File: src/rtl/sargantana_icache_pkg.sv
// sargantana_icache_pkg: shared icache geometry and flush-controller state/mode types.
package sargantana_icache_pkg;

    localparam int ICACHE_DEPTH     = 256;
    localparam int ICACHE_IDX_WIDTH = $clog2(ICACHE_DEPTH);

    typedef enum logic [2:0] {IDLE, DRAIN, FLUSH, LINE, DONE} flush_state_t;

    // MODE_NONE marks the reset sweep, which completes without acknowledging anyone.
    typedef enum logic [1:0] {MODE_NONE, MODE_FULL, MODE_LINE} flush_mode_t;

endpackage

File: src/rtl/sargantana_icache_line_counter.sv
// sargantana_icache_line_counter: sweep index counter; clears itself after the last line.
module sargantana_icache_line_counter #(
    parameter int DEPTH = sargantana_icache_pkg::ICACHE_DEPTH,
    parameter int W     = $clog2(DEPTH)
) (
    input  logic         clk_i,
    input  logic         rst_i,
    input  logic         en,
    input  logic         clr,
    output logic [W-1:0] cnt,
    output logic         last
);
    import sargantana_icache_pkg::*;

    assign last = (cnt == W'(DEPTH - 1));

    always_ff @(posedge clk_i or posedge rst_i) begin
        if (rst_i)
            cnt <= '0;
        else if (clr || (en && last))
            cnt <= '0;
        else if (en)
            cnt <= cnt + 1'b1;
    end

endmodule

File: src/rtl/sargantana_icache_flush_ctrl.sv
// sargantana_icache_flush_ctrl: sequences full-flush and single-line invalidation of the icache valid array.
// Define SARGANTANA_ICACHE_FLUSH_ON_RESET_EN to sweep the whole array straight out of reset.
module sargantana_icache_flush_ctrl #(
    parameter int ICACHE_DEPTH = sargantana_icache_pkg::ICACHE_DEPTH,
    parameter int IDX_WIDTH    = $clog2(ICACHE_DEPTH)
) (
    input  logic                 clk_i,
    input  logic                 rst_i,
    input  logic                 flush_req_i,
    output logic                 flush_ack_o,
    input  logic                 inv_req_i,
    input  logic [IDX_WIDTH-1:0] inv_idx_i,
    output logic                 inv_ack_o,
    input  logic                 refill_busy_i,
    output logic                 fetch_stall_o,
    output logic                 busy_o,
    output logic                 vld_we_o,
    output logic [IDX_WIDTH-1:0] vld_idx_o
);
    import sargantana_icache_pkg::*;

    if (ICACHE_DEPTH < 2 || (ICACHE_DEPTH & (ICACHE_DEPTH - 1)) != 0) begin : g_bad_depth
        $error("ICACHE_DEPTH must be a power of two >= 2");
    end

`ifdef SARGANTANA_ICACHE_FLUSH_ON_RESET_EN
    localparam flush_state_t RST_STATE = FLUSH;
`else
    localparam flush_state_t RST_STATE = IDLE;
`endif

    flush_state_t         state_q, state_d;
    flush_mode_t          mode_q, mode_d;
    logic [IDX_WIDTH-1:0] idx_q, idx_d, cnt;
    logic                 pend_q, pend_d, last;

    sargantana_icache_line_counter #(
        .DEPTH (ICACHE_DEPTH),
        .W     (IDX_WIDTH)
    ) u_cnt (
        .clk_i (clk_i),
        .rst_i (rst_i),
        .en    (state_q == FLUSH),
        .clr   (state_q == IDLE),
        .cnt   (cnt),
        .last  (last)
    );

    always_ff @(posedge clk_i or posedge rst_i) begin
        if (rst_i) begin
            state_q <= RST_STATE;
            mode_q  <= MODE_NONE;
            idx_q   <= '0;
            pend_q  <= 1'b0;
        end else begin
            state_q <= state_d;
            mode_q  <= mode_d;
            idx_q   <= idx_d;
            pend_q  <= pend_d;
        end
    end

    always_comb begin
        state_d = state_q;
        mode_d  = mode_q;
        idx_d   = idx_q;
        pend_d  = pend_q;
        // A line invalidate raised during a full flush is covered by the sweep itself.
        if ((state_q == DRAIN || state_q == FLUSH) && mode_q == MODE_FULL && inv_req_i)
            pend_d = 1'b1;
        case (state_q)
            IDLE: begin
                if (flush_req_i) begin
                    state_d = DRAIN;
                    mode_d  = MODE_FULL;
                    pend_d  = inv_req_i;
                end else if (inv_req_i) begin
                    state_d = DRAIN;
                    mode_d  = MODE_LINE;
                    idx_d   = inv_idx_i;
                end
            end
            DRAIN:   state_d = refill_busy_i ? DRAIN : (mode_q == MODE_LINE ? LINE : FLUSH);
            FLUSH:   state_d = last ? DONE : FLUSH;
            LINE:    state_d = DONE;
            DONE: begin
                state_d = IDLE;
                mode_d  = MODE_NONE;
                pend_d  = 1'b0;
            end
            default: state_d = IDLE;
        endcase
    end

    assign busy_o        = (state_q != IDLE);
    assign fetch_stall_o = busy_o;
    assign vld_we_o      = (state_q == FLUSH) || (state_q == LINE);
    assign vld_idx_o     = (state_q == FLUSH) ? cnt : (state_q == LINE) ? idx_q : '0;
    assign flush_ack_o   = (state_q == DONE) && (mode_q == MODE_FULL);
    assign inv_ack_o     = (state_q == DONE) && (mode_q == MODE_LINE || pend_q);

endmodule

File: config.mk
export PLATFORM = sky130hd
export DESIGN_NAME = sargantana_icache_flush_ctrl
export DESIGN_NICKNAME = d
export VERILOG_FILES = /design/src/rtl/sargantana_icache_pkg.sv /design/src/rtl/sargantana_icache_line_counter.sv /design/src/rtl/sargantana_icache_flush_ctrl.sv
export SDC_FILE = /design/constraint.sdc
export NUM_CORES = 1
export LEC_CHECK = 0
export ABC_AREA = 1
export CORE_MARGIN = 5
export CORE_UTILIZATION = 35
export CTS_CLUSTER_DIAMETER = 100
export DETAILED_ROUTE_END_ITERATION = 8
export GPL_ROUTABILITY_DRIVEN = 0
export PLACE_DENSITY = 0.58
export REMOVE_ABC_BUFFERS = 1
export SLEW_MARGIN = 20
export SYNTH_ARGS = -nofsm -noshare
export SYNTH_HDL_FRONTEND = slang
export SYNTH_SLANG_ARGS = --single-unit
File: constraint.sdc
create_clock -name clk_i -period 1.5 [get_ports clk_i]
set_input_delay 0.3 -clock clk_i [delete_from_list [all_inputs] [get_ports clk_i]]
set_output_delay 0.3 -clock clk_i [all_outputs]
set_load 0.05 [all_outputs]
Yosys cells after proc, flatten, opt, wreduce, memory -nomap -nowiden

Cells that the tools add are included.

Word-level logic and storage cells: 46
Bits in registers: 22
Input bits: 13

$add $sub $neg: 1
Reduce and logical (&&, ||, !) cells: 15
Equality and inequality tests: 8
Mux-type cells: 16
Bitwise gates (word level): 1

Operators by type and width:

| cell                | count |
|---|---|
| $mux 8              | 4 |
| $pmux 3 s4          | 1 |
| $mux 3              | 3 |
| $add 8x1->8 const B | 1 |
| $eq 8x8->1 const B  | 1 |
| $eq 3x2->1 const B  | 2 |
| $mux 2              | 3 |
| $logic_and 1x1->1   | 5 |
| $logic_or 1x1->1    | 4 |
| $pmux 2 s2          | 1 |
| $reduce_bool 2->1   | 2 |
| $eq 3x1->1 const B  | 1 |
| $eq 3x3->1 const B  | 1 |
| $logic_not 3->1     | 1 |
| $mux 1              | 3 |
| $ne 3x3->1 const B  | 1 |
| $reduce_and 3->1    | 1 |
| $reduce_bool 3->1   | 1 |
| $eq 2x1->1 const B  | 1 |
| $eq 2x2->1 const B  | 1 |
| $pmux 1 s2          | 1 |
| $reduce_and 2->1    | 1 |
| $not 1->1           | 1 |

Depth between registers and ports, before layout

Gate-level depths: netlist of the first run.

Word-level depth: 7
Mapped depth: 7
Gate-level depth less buffers: 7

Hierarchy

Synthesis of the first run repeated with hierarchy kept, for this count alone.

Cell total of the unflattened synthesis: 164
Area total of the unflattened synthesis: 1272.5 um^2

By module, submodules not included:

| module                         | area an instance (um^2) | cells an instance | instances |
|---|---|---|---|
| sargantana_icache_flush_ctrl   | 755.7                   | 98                | 1 |
| sargantana_icache_line_counter | 516.7                   | 66                | 1 |

Worst setup path after synthesis of the first run

OpenSTA, ideal clock, no wires.

Kind: reg2out
From: register state_q[2]
To: output port vld_idx_o[1]
Buffers on the path: 0
Arrival time: 1.790 ns
Setup slack: -0.590 ns
Stages on the path, launching flop included: 4
Cell sequence: dfrtp_1 -> inv_2 -> nand3_2 -> o21ai_0

Cells in the longest elaborated chain, start to end: 3
Elaborated cells between the ends (all ways): 4
Classes of those cells: eq/ne: 2; mux: 2

Ends and longest elaborated chain:

| element                  | line                               | source |
|---|---|---|
| start: declaration       | sargantana_icache_flush_ctrl.sv:32 | `flush_state_t state_q, state_d;` |
| start signal: assignment | sargantana_icache_flush_ctrl.sv:56 | `state_q <= state_d;` |
| $eq 3x2->1               | sargantana_icache_flush_ctrl.sv:98 | `assign vld_idx_o = (state_q == FLUSH) ? cnt : (state_q == LINE) ? idx_q : '0;` |
| $mux 8                   | sargantana_icache_flush_ctrl.sv:98 |  |
| $mux 8 (*)               | sargantana_icache_flush_ctrl.sv:98 |  |
| end: declaration         | sargantana_icache_flush_ctrl.sv:18 | `output logic [IDX_WIDTH-1:0] vld_idx_o` |

Every way passes the cells marked *; elsewhere a longest branch is shown, timed or not.

Worst setup path after layout of the first run

From: register state_q[0]
To: output port vld_idx_o[6]

The elaborated chain is that of the path after synthesis.

==> run_results.csv, run 1 <==
group,metric,value,unit
sta,rsz0062_at_grt,"yes",
pwr,p_leak,0.919,nW
logic_synthesis,yosys-top-cells-area,"dfrtp_1 (46%), nand2_1 (7.5%), inv_1 (7.2%)",
sta,period_needed,1.80,ns
routing,drt_pass1_iterations,4,
routing,totalWireLength,3.25,mm
sta,whs,0.314,ns
cts,htreeDepth,1,
grt,grt_pass1_vias,1181,
routing,wl_per_cell,13.6,um
run_status,status,"finished, violations left",
routing,drtAntennaViolNets,0,
finish,seqCellArea,554,sq um
grt,antenna_found_initial,0,
logic_synthesis,yosysTopAreaCell,"dfrtp_1",
logic_synthesis,synthArstFlopShare,100,%
pwr,swShare,44.7,%
logic_synthesis,yosys.area.top_type_share,45.9,%
sta,drv_slew,0,
pwr,ir_worst_vdd,1.77,mV
critical_path,endpoint_kind,"primary output",
sta,setup_viol,13,
floorplan,io_pins,26,
floorplan,core-area,3340,sq um
routing,m1WireLength,1.48,mm
logic_synthesis,seq_area_frac_synth,45.9,%
sta,min_period_over_period,120,%
cts,root_buffer,"clkbuf_4",
logic_synthesis,ys.flop_type,"dfrtp_1",
pwr,p_sw,1.74,mW
cts,cts_sinks,22,
worst_hold_path,hold_class,"input pin to asynchronous set/reset pin",
grt,grt_overflow_total,0,
routing,drt_iter0_markers,47,
routing,highest_layer,"met4",
logic_synthesis,syn_area_per_cell,8.28,sq um
logic_synthesis,synth_edf_count,0,
routing,drc,0,
sta,worst_pin_slew,0.567,ns
floorplan,die-area,4700,sq um
logic_synthesis,ys_types,24,
pwr,p_seq_share,24.0,%
routing,viasPerCell,4.79,
logic_synthesis,ys_top_cells_by_count,"nand2_1 (24), inv_1 (23), dfrtp_1 (22)",
pwr,p_per_area,1930,nW/um^2
floorplan,rows,21,
cts,cts_max_path_buffers,2,
placement,hpwl,2.25,mm
logic_synthesis,yosysWarningCount,0,
sta,slew_headroom,62.0,%
logic_synthesis,netlist_area,1200,sq um
sta,fin_ws,-0.299,ns
floorplan,chipHeight,68.6,um
grt,grt_pass1_wl,5.34,mm
sta,hold_viol,0,
critical_path,crit_type,"register to primary output",
grt,grt_max_degree,23,
cts,cts_made_buffers,3,
sta,fin_skew,0.00480,ns
placement,pre_cts_ws,-0.000972,ns
cts,clk_latency,0.31,ns
finish,nFillCells,296,
cts,clk_pin_slew_worst_paths,0.13,ns
pwr,p_int,2.15,mW
routing,vias,1141,
finish,syn_to_final_growth,68.3,%
routing,wl_met2,1.59,mm
placement,io_buffer_count,25,
finish,multiInputGateArea,714,sq um
sta,max_freq,0.556,GHz
floorplan,dieWidth,68.6,um
cts,cts_tree,"done",
critical_path,path_max_fanout,9,
finish,antenna_cells,0,
finish,nets,207,
logic_synthesis,syn_inst,145,
critical_path,cp-start-kind,"register",
critical_path,critPathArrivalTime,1.50,ns
pwr,total_power,3.89,mW
pwr,power_frac_comb,64.1,%
finish,layout-drive-gt1-share,39.6,%
logic_synthesis,synth_most_common_cell,"nand2_1",
finish,fin_util,60.5,%
grt,globalRouteTotalUtil,15.2,%
job,maxCapViolCount,0,
pwr,clockPowerShare,11.9,%
run_status,violations,"setup timing",
logic_synthesis,ys_ff_latch,22,
routing,dr_wl_met3,140,um
floorplan,start_util,36.0,%
critical_path,required,1.20,ns
## cell families (layout without fill, tap and decap cells)
logic type               after synthesis  count (layout)  synth area share (%)
buffers and inverters                 28              73                  10.2
XOR/XNOR                               3               3                  2.19
AND/OR/NAND/NOR                       65              67                  28.6
flip-flops                            22              22                  45.9
AO/OA/AOI/OAI                         26              26                  12.1
adder cells (fa/ha/maj)                1               1                  1.04
## routing by layer
metal	vias up	global-route usage [%]
met5	-	0
met3	4	2.11
met1	543	18.7
met2	31	27.1
met4	0	5.46
li1	563	-
## final timing paths
path	from	end	slack [ns]	cells past startpoint
hold reg to reg	idx_q[2]	idx_q[2]	0.56	2
min in group clk_i	inv_idx_i[2]	idx_q[2]	0.55	3
max in group asynchronous	rst_i	state_q[0]	0.94	3
hold / removal	rst_i	idx_q[3]	0.31	3
setup / recovery	state_q[0]	vld_idx_o[6]	-0.30	5
setup reg to reg	state_q[2]	mode_q[1]	0.06	8
## flip-flops by register name, indices dropped and copies added (netlist names)
| name | flops |
|---|---|
| u_cnt.cnt | 8 |
| pend_q | 1 |
| idx_q | 8 |
| mode_q | 2 |
| state_q | 3 |
## area by class of cell
type | instances | share of cell area (%)
clock buffer | 3 | 1.12
clock inverter | 1 | 1.49
inverter | 26 | 5.20
multi-input combinational | 97 | 35.4
sequential | 22 | 27.4
tap | 46 | 2.85
timing repair buffer | 43 | 26.5
## worst max-delay path, stage by stage (launching register included)
cell	delay (ns)
dfrtp_2	0.47
nor2_4	0.15
nand2_4	0.08
buf_12	0.16
o22ai_2	0.16
buf_12	0.17
## per-stage QoR
step | TNS (ns) | cells | area [sq um]
2_1_floorplan | -4.39 | 143 | 1180
3_3_place_gp | 0 | 225 | 1700
3_5_place_dp | -0.000972 | 225 | 1700
4_1_cts | -3.23 | 237 | 1930
5_1_grt | -4.13 | 238 | 2020
6_report | -3.23 | 238 | 2020
## power groups by stage
| stage | Clock [mW] | Sequential, mW | Combinational (mW) |
|---|---|---|---|
| after floorplan | 0 | 0.902 | 1.08 |
| after global placement | 0 | 0.910 | 1.92 |
| after detailed placement | 0 | 0.919 | 1.94 |
| after CTS | 0.475 | 0.928 | 2.36 |
| after global routing | 0.494 | 0.955 | 2.65 |
| final | 0.463 | 0.932 | 2.49 |
## cell usage in the layout (no fill, tap or decap), types with 3 or more instances in the layout
| cell type | count |
|---|---|
| inv_1 | 22 |
| nand2_1 | 21 |
| dfrtp_1 | 19 |
| nor2_1 | 16 |
| buf_4 | 15 |
| buf_12 | 14 |
| clkdlybuf4s50_1 | 12 |
| a21oi_1 | 8 |
| o21ai_0 | 7 |
| nand3_1 | 6 |
| o22ai_4 | 5 |
| nor2_4 | 4 |
| nor2_2 | 4 |
| inv_4 | 3 |
| nand2_2 | 3 |
| nand2_4 | 3 |
| xor2_1 | 3 |
| clkbuf_4 | 3 |
| dfrtp_2 | 3 |
## what timing repair did
action                                  4_1_cts  5_1_grt
buffers inserted                              7        3
endpoints found under the setup margin       13       33
resized for setup                            24       17
gates cloned                                  1        1
hold buffers                                  0        0
pin swaps                                     5        5
No activity file was read; power rests on OpenSTA's default activity.
==> inputs of run 2 (changes only) <==
--- a/config.mk
+++ b/config.mk
@@ -13,6 +13,7 @@
 export GPL_ROUTABILITY_DRIVEN = 0
 export PLACE_DENSITY = 0.58
 export REMOVE_ABC_BUFFERS = 1
+export SKIP_CTS_REPAIR_TIMING = 1
 export SLEW_MARGIN = 20
 export SYNTH_ARGS = -nofsm -noshare
 export SYNTH_HDL_FRONTEND = slang
==> run 2 against run 1 <==
Compared with the run above: the run still ends with setup timing left; global-route usage decreased by 1.3 points; combinational power barely moved; sequential power down 2.3%; largest cell class unchanged; die area is the same; utilization fell by 0.90 points.
==> run_results.csv, run 2 (synthesis results as in run 1) <==
group,metric,value,unit
run_status,status,"finished, violations left",
run_status,violations,"setup timing",
routing,totalWireLength,3.24,mm
grt,globalRouteTotalUtil,14.0,%
cts,clk_pin_slew_worst_paths,0.13,ns
floorplan,chipHeight,68.6,um
finish,multiInputGateArea,684,sq um
sta,drv_slew,0,
sta,worst_pin_slew,0.574,ns
grt,antenna_found_initial,0,
critical_path,path_max_fanout,7,
finish,syn_to_final_growth,65.8,%
routing,vias,1122,
critical_path,critPathArrivalTime,1.49,ns
floorplan,rows,21,
floorplan,start_util,36.0,%
pwr,swShare,44.6,%
routing,drc,0,
sta,hold_viol,0,
routing,drt_iter0_markers,29,
pwr,p_sw,1.71,mW
critical_path,crit_type,"register to primary output",
job,maxCapViolCount,0,
grt,grt_overflow_total,0,
finish,nets,207,
routing,viasPerCell,4.71,
finish,nFillCells,303,
worst_hold_path,hold_class,"input pin to asynchronous set/reset pin",
pwr,power_frac_comb,64.2,%
finish,final_cell_mix,"nand2_1 (22), inv_1 (22), dfrtp_1 (19)",
sta,rsz0062_at_grt,"yes",
pwr,p_seq_share,23.8,%
pwr,p_leak,0.917,nW
sta,whs,0.309,ns
floorplan,die-area,4700,sq um
sta,period_needed,1.79,ns
floorplan,core-area,3340,sq um
pwr,clockPowerShare,12.1,%
grt,grt_pass1_wl,4.91,mm
finish,reg_top3,"idx_q: 8 flops, u_cnt.cnt: 8 flops, state_q: 3 flops",
finish,layout-drive-gt1-share,38.0,%
routing,drtAntennaViolNets,0,
sta,max_freq,0.560,GHz
cts,cts_max_path_buffers,2,
sta,fin_skew,0.00769,ns
cts,cts_made_buffers,3,
floorplan,dieWidth,68.6,um
finish,fin_util,59.6,%
sta,fin_ws,-0.285,ns
cts,cts_tree,"done",
cts,cts_sinks,22,
cts,root_buffer,"clkbuf_4",
placement,io_buffer_count,25,
sta,setup_viol,13,
finish,antenna_cells,0,
routing,wl_per_cell,13.6,um
pwr,p_int,2.12,mW
pwr,ir_worst_vdd,1.68,mV
pwr,p_per_area,1930,nW/um^2
sta,min_period_over_period,119,%
sta,slew_headroom,61.6,%
cts,clk_latency,0.31,ns
critical_path,required,1.20,ns
critical_path,cp-start-kind,"register",
cts,htreeDepth,1,
placement,hpwl,2.25,mm
finish,seqCellArea,554,sq um
floorplan,io_pins,26,
routing,drt_pass1_iterations,4,
grt,grt_max_degree,23,
critical_path,endpoint_kind,"primary output",
grt,grt_pass1_vias,1111,
## run 2: worst paths after layout
path                       slack (ns)         start  cells past startpoint           end
setup / recovery                -0.29    state_q[0]                      5  vld_idx_o[2]
hold / removal                   0.31         rst_i                      3      idx_q[7]
hold reg to reg                  0.55      idx_q[2]                      2      idx_q[2]
min in group clk_i               0.54  inv_idx_i[2]                      3      idx_q[2]
setup reg to reg                 0.04    state_q[2]                      9        pend_q
max in group asynchronous        0.94         rst_i                      3    state_q[1]
## run 2: power groups by stage
stage	combinational, mW	clock [mW]	sequential, mW
global placement	1.92	0	0.910
global route	2.61	0.494	0.935
floorplan	1.08	0	0.902
detailed placement	1.94	0	0.919
CTS	1.95	0.475	0.908
finish	2.46	0.463	0.911
## run 2: stage by stage
step	cells	setup TNS (ns)	setup WS (ns)	instance area [sq um]	total power, mW
after floorplan	143	-4.39	-0.590	1180	1.98
after detailed placement	225	-0.000972	-0.000972	1700	2.86
final	238	-3.26	-0.285	1990	3.83
after global routing	238	-4.36	-0.352	1990	4.03
after global placement	225	0	0.00584	1700	2.83
after CTS	229	-4.34	-0.380	1750	3.33
## run 2: per-layer routing
metal	wire length (um)	vias to the layer above	GRT usage, %
li1	-	557	-
met1	1490	537	17.6
met2	1600	24	23.6
met3	112	4	2.11
met4	36	0	5.96
met5	0	-	0
## run 2: area by class of cell
| class | count | share of cell area, % |
|---|---|---|
| inverter | 26 | 5.28 |
| clock inverter | 1 | 1.51 |
| multi-input combinational | 97 | 34.4 |
| timing repair buffer | 43 | 26.9 |
| clock buffer | 3 | 1.13 |
| sequential | 22 | 27.9 |
| tap | 46 | 2.89 |
## run 2: critical path: stages, from the launching register on
cell	delay (ns)
dfrtp_2	0.46
nor2_4	0.14
nand2_4	0.09
buf_12	0.15
o22ai_2	0.15
buf_12	0.17
